===== src/rtl/truth_table_sweeper.sv =====
// Exhaustive minterm sweeper for a 10-input combinational DUT: counts the on-set, builds an LFSR signature, streams on-set minterms.
// Latency: SWEEP one cycle after start, 2^N_IN cycles plus stalls; a held on-set minterm stalls the sweep until onset_ready.
module truth_table_sweeper #(
    parameter int                N_IN     = 10,
    parameter int                SIG_W    = 16,
    parameter logic [SIG_W-1:0]  SIG_POLY = 16'h1021,
    parameter logic [SIG_W-1:0]  SIG_SEED = 16'hFFFF
) (
    input  logic              clk,
    input  logic              rst,
    input  logic              start,
    output logic [N_IN-1:0]   x_out,
    input  logic              y_in,
    output logic              busy,
    output logic              done,
    output logic [N_IN:0]     ones_count,
    output logic [SIG_W-1:0]  signature,
    output logic              onset_valid,
    input  logic              onset_ready,
    output logic [N_IN-1:0]   onset_minterm
);

    typedef enum logic [1:0] {IDLE, SWEEP, DONE} state_t;

    localparam logic [N_IN-1:0] X_LAST = '1;
    localparam logic [N_IN-1:0] X_ONE  = {{(N_IN-1){1'b0}}, 1'b1};

    state_t             state_q, state_d;
    logic [N_IN-1:0]    x_q, x_d;
    logic [N_IN:0]      ones_q, ones_d;
    logic [SIG_W-1:0]   sig_q, sig_d;
    logic               accept;
    logic               fb;

    always_comb begin
        state_d = state_q;
        x_d     = x_q;
        ones_d  = ones_q;
        sig_d   = sig_q;
        // an on-set minterm nobody takes freezes the sweep in place
        accept  = ~(y_in & ~onset_ready);
        fb      = sig_q[SIG_W-1] ^ y_in;
        case (state_q)
            IDLE, DONE: begin
                if (start) begin
                    state_d = SWEEP;
                    x_d     = '0;
                    ones_d  = '0;
                    sig_d   = SIG_SEED;
                end
            end
            SWEEP: begin
                if (accept) begin
                    ones_d = ones_q + {{N_IN{1'b0}}, y_in};
                    sig_d  = {sig_q[SIG_W-2:0], 1'b0} ^ (fb ? SIG_POLY : '0);
                    if (x_q == X_LAST) begin
                        state_d = DONE;
                    end else begin
                        x_d = x_q + X_ONE;
                    end
                end
            end
            default: state_d = IDLE;
        endcase
    end

    always_ff @(posedge clk) begin
        if (rst) begin
            state_q <= IDLE;
            x_q     <= '0;
            ones_q  <= '0;
            sig_q   <= SIG_SEED;
        end else begin
            state_q <= state_d;
            x_q     <= x_d;
            ones_q  <= ones_d;
            sig_q   <= sig_d;
        end
    end

    assign x_out         = x_q;
    assign busy          = (state_q == SWEEP);
    assign done          = (state_q == DONE);
    assign ones_count    = ones_q;
    assign signature     = sig_q;
    assign onset_valid   = (state_q == SWEEP) & y_in;
    assign onset_minterm = x_q;

endmodule


===== config.mk =====
export PLATFORM = sky130hd
export DESIGN_NAME = truth_table_sweeper
export DESIGN_NICKNAME = d
export VERILOG_FILES = /design/src/rtl/truth_table_sweeper.sv
export SDC_FILE = /design/constraint.sdc
export NUM_CORES = 1
export LEC_CHECK = 0
export ABC_AREA = 1
export BUFFER_PORTS_ARGS = -buffer_cell sky130_fd_sc_hd__buf_2
export CORE_ASPECT_RATIO = 1.5
export CORE_MARGIN = 2
export CORE_UTILIZATION = 30
export DETAILED_ROUTE_END_ITERATION = 12
export GPL_ROUTABILITY_DRIVEN = 0
export PLACE_DENSITY_LB_ADDON = 0.2
export SETUP_SLACK_MARGIN = 0.3
export SLEW_MARGIN = 20
export SYNTH_ARGS = -nofsm -noshare
export SYNTH_HDL_FRONTEND = slang
export SYNTH_SLANG_ARGS = --single-unit

===== constraint.sdc =====
create_clock -name clk -period 1.3 [get_ports clk]
set_input_delay 0.26 -clock clk [delete_from_list [all_inputs] [get_ports clk]]
set_output_delay 0.26 -clock clk [all_outputs]
set_load 0.03 [all_outputs]

# Word level (Yosys, flattened, before mapping)
# Cells that the tools add are included.
[classes] reduce_logical=6 n_bitwise=5 add_sub_neg=2 n_shift=0 div_mod_pow=0 mux=15 n_mul=0 n_eq_ne=7 n_lt_le_gt_ge=0
[ops] op="two-way mux 16 bit" count=2
[ops] op="case mux 16 bit (2 select lines)" count=1
[ops] op="two-way mux 10 bit" count=3
[ops] op="two-way mux 11 bit" count=2
[ops] op="case mux 11 bit (2 select lines)" count=1
[ops] op="case mux 10 bit (2 select lines)" count=1
[ops] op="XOR 16 x 13 -> 16 bit" count=1
[ops] op="two-way mux 13 bit" count=1
[ops] op="adder 11 x 1 -> 11 bit" count=1
[ops] op="adder 10 x 1 -> 10 bit (second input constant)" count=1
[ops] op="== test 10 bit (second input constant)" count=1
[ops] op="two-way mux 2 bit" count=3
[ops] op="inequality test 2 bit (second input constant)" count=3
[ops] op="AND reduction 3 bit" count=2
[ops] op="case mux 2 bit (2 select lines)" count=1
[ops] op="AND reduction 4 bit" count=1
[ops] op="bitwise AND 1 bit" count=2
[ops] op="== test 2 x 1 -> 1 bit (second input constant)" count=1
[ops] op="== test 2 bit (second input constant)" count=1
[ops] op="logical NOT 2 bit" count=1
[ops] op="inequality test 2 x 1 -> 1 bit (second input constant)" count=1
[ops] op="nonzero test 2 bit" count=1
[ops] op="OR reduction 2 bit" count=1
[ops] op="NOT 1 bit" count=1
[ops] op="XOR 1 bit" count=1
[totals] input_bits=5 wordCells=39 ff_bits=39 output_inout_bits=50 mem_bits_ro=0 ramBits=0 mem_count=0 latch_bits=0

# Logic depth before layout (Yosys ltp)
[logic_depth] ltp_word=5 depth_mapped=11 depth_no_buf=10

# Worst setup path before layout
# No wires, ideal clock.
[synth_timing] path_type="register -> register" from="register x_q[1], in the netlist onset_minterm[1]" to="register x_q[8], in the netlist onset_minterm[8]" period_less_slack_ns=1.702 path_buffers=1 setup_ns=0.111 path_slack_ns=-0.402 path_stages_with_launch=12 t_required_ns=1.189 arrival_time_ns=1.591 cell_sequence="dfxtp_1 > ha_1 > nand2_1 > nor2_1 > nand3_1 > nand2_1 > nand2_1 > buf_4 > nand3_1 > nand2_1 > inv_1 > nor2_1"
[synth_via] elab_chain_cells=4 word_cells_on_any_way=7 cone_classes="add/sub: 1; eq/ne: 2; mux: 3; reduce/logical: 1"
[synth_lines] item="start, declared" line_no="29" source="logic [N_IN-1:0] x_q, x_d;"
[synth_lines] item="start signal, assigned" line_no="70" source="x_q <= '0;"
[synth_lines] item="start signal, assigned" line_no="75" source="x_q <= x_d;"
[synth_lines] item="adder 10 x 1 -> 10 bit" line_no="59" source="x_d = x_q + X_ONE;"
[synth_lines] item="two-way mux 10 bit" line_no="56" source="if (x_q == X_LAST) begin"
[synth_lines] item="two-way mux 10 bit" line_no="53" source="if (accept) begin"
[synth_lines] item="case mux 10 bit (2 select lines)" line_no="43" source="case (state_q)"
# Parallel ways exist; a longest one is shown, timed or not. The select of a mux whose other input is x is not followed.
# A chain may end at the register's enable or synchronous reset.

# Worst setup path in the final report
[layout_timing] from="register x_q[0], in the netlist onset_minterm[0]" to="register x_q[5], in the netlist onset_minterm[5]"
# The elaborated chain is that of the path after synthesis.

==> impl_metrics.toml <==
[cells_and_area]
stdcell_area_mm2 = 0.00398
n_antenna_cell = 0
fin_nets = 427
area_growth_syn_to_layout_pct = 97.8
stdcell_count = 496
n_fill_cell = 585
drive_above_1_share_pct = 65.5

[placement]
hpwl_um = 3840
dp_cells = 438
port-buffer-count = 54
placed_cell_area_mm2 = 0.00267

[grt]
grt_pass1_wl_um = 10600
grt_max_degree = 26
grt_overflow = 0
grt_pass1_vias = 2380
antenna_found_initial = 0
grt_usage_pct = 17.7

[drt]
final_antenna_net_count = 0
vias = 2385
drc = 0
drt_iter0_markers = 95
drt_wl_total_um = 6580
dr.pass1.iters = 4
via_per_inst = 4.81
wl_per_cell_um = 13.3

[hold_path]
hold_class = "input port to register"

[logic_synthesis]
synthesis.instances = 294
seq_area_frac_synth_pct = 38.8
synth_warnings = 0
yosysTopAreaCellShare_pct = 38.8
ys.flop_type = "dfxtp_1"
synth_fp_nets = 302
ys_ff_latch = 39
async_reset_ff_share_pct = 0
yosys-top-cells-area = "dfxtp_1 39%, nand2_1 12%, nand3_1 7.5%"
synth_edf_count = 0
yosysMostFrequentCell = "nand2_1"
syn_area_mm2 = 0.00201
synthTopCellsByCount = "66 x nand2_1, 39 x dfxtp_1, 35 x nor2_1"
syn_avg_cell_area_um2 = 6.84
yosys.area.top_type = "dfxtp_1"
ys_types = 30

[setup_path]
endpoint_kind = "register"
critPathLaunchType = "register"
worst-path-max-fanout = 5
worstPathArrival_ps = 1580
required_ps = 1500
crit_type = "register to register"

[sta]
slew_viol_final = 0
fmax_mhz = 727
setup_ws_ps = -75.7
tightest_slew_ps = 280
finClkSkew_ps = 8.26
slew_headroom_pct = 81.3
setup_violations = 20
finalCriticalPeriod_ps = 1380
rsz0062_at_grt = "true"
hold_viol_final = 0
finalCritPeriodShare_pct = 106

[floorplanning]
dieArea_mm2 = 0.00739
pin_count = 55
rows = 36
die_x_um = 70.9
start_util_pct = 31.0
die_h_um = 104
core-area_mm2 = 0.00649

[clock_network]
hold_buffers = 0
cts_made_buffers = 5
cts_max_level = 2
clk_pin_slew_ps = 90
clk_latency_ps = 300
tritoncts = "built"
cts_max_path_buffers = 2
clock_sinks = 39
cts_root_buf = "clkbuf_8"

[outcome]
violations = "negative setup slack"
outcome = "complete, but fails checks"

[power]
power_density_mw_per_mm2 = 969
p_leak_nw = 1.85
vdd_ir_drop_max_v = 0.000937

[job]
drv_cap = 0
metal layers:
layer | vias to the layer above | GRT usage (%) | share of wire (%)
met1 | 1121 | 19.5 | 38
met3 | 17 | 2.91 | 2.8
met2 | 57 | 31.6 | 56
met4 | 0 | 9.30 | 3.5
met5 | - | 0 | 0
li1 | 1190 | - | -
path summary, 6_finish.rpt:
path / end / slack [ps] / startpoint / cells after the start
worst max-delay path: onset_minterm[5] / -80 / onset_minterm[0] / 11
worst min-delay path: state_q[1] / 300 / start / 4
worst max register to register: onset_minterm[5] / -80 / onset_minterm[0] / 11
worst min register to register: signature[13] / 500 / signature[13] / 2
power by group:
group	total, mW	leakage, nW	switching [mW]	internal (mW)
clock network	0.981	0.0563	0.485	0.495
registers	1.37	0.328	0.0812	1.28
logic	1.51	1.46	0.786	0.726
total	3.86	1.85	1.35	2.50
critical path, cell delays in order, from the launching register on:
cell and delay [ps]:
dfxtp_4 370, ha_4 140, nand2_4 60, nor2_4 100
nand3_2 110, nand2_4 110, nand2_4 70, buf_6 140
nand3_2 50, nand2_1 40, inv_1 40, nor2_1 30
cell type report:
| cell class | count | area [um2] | area share (%) |
|---|---|---|---|
| Clock buffer | 6 | 93.8 | 2.36 |
| Clock inverter | 2 | 13.8 | 0.346 |
| Inverter | 35 | 156 | 3.93 |
| Multi-Input combinational cell | 201 | 1380 | 34.7 |
| Sequential cell | 39 | 860 | 21.6 |
| Tap cell | 76 | 95.1 | 2.39 |
| Timing Repair Buffer | 136 | 1370 | 34.4 |
| Timing Repair inverter | 1 | 11.3 | 0.283 |
flip-flops by register name (all words and copies together) (netlist names):
register and cells:
signature 16, ones_count 11, onset_minterm 10, state_q 2
logic make-up after synthesis:
group	Yosys count	share of synthesized area (%)
DFF	39	38.8
buffers and inverters	54	12.6
and+or+nand+nor	151	33.8
xor gates and xnor gates	1	0.435
AOI/OAI and AO/OA	46	12.4
adders and majority gates	3	1.87
layout by cell type, fill, tap and decap left out, types with 11 or more instances in the layout:
cell and instances:
nand2_1 47, nand3_2 16, dfxtp_4 12, buf_6 67
buf_4 58, inv_1 25, nand2_2 12, dfxtp_2 27
nand3_1 14, o21ai_2 14, nand2_4 11, nor2_1 27
what timing repair did:
action                                  in CTS  in global routing
gates resized for setup                    204                 41
buffers inserted                            40                  5
endpoints found under the setup margin      89                 89
pin swaps                                   35                 27
gates cloned                                 4                  1
per-stage QoR:
| step | worst slack (ps) | util [%] | power (mW) | setup TNS, ps | hold slack, ps |
|---|---|---|---|---|---|
| after floorplan | -113 | - | 2.03 | -902 | 322 |
| after global placement | -76.6 | 41.1 | 2.26 | -930 | 452 |
| after detailed placement | -116 | 41.1 | 2.26 | -1030 | 459 |
| after CTS | -66.1 | 58.2 | 3.75 | -430 | 272 |
| after global routing | -178 | 61.4 | 4.04 | -3610 | 309 |
| final | -75.7 | 61.4 | 3.86 | -752 | 300 |
Power figures use the tool's default switching activity.
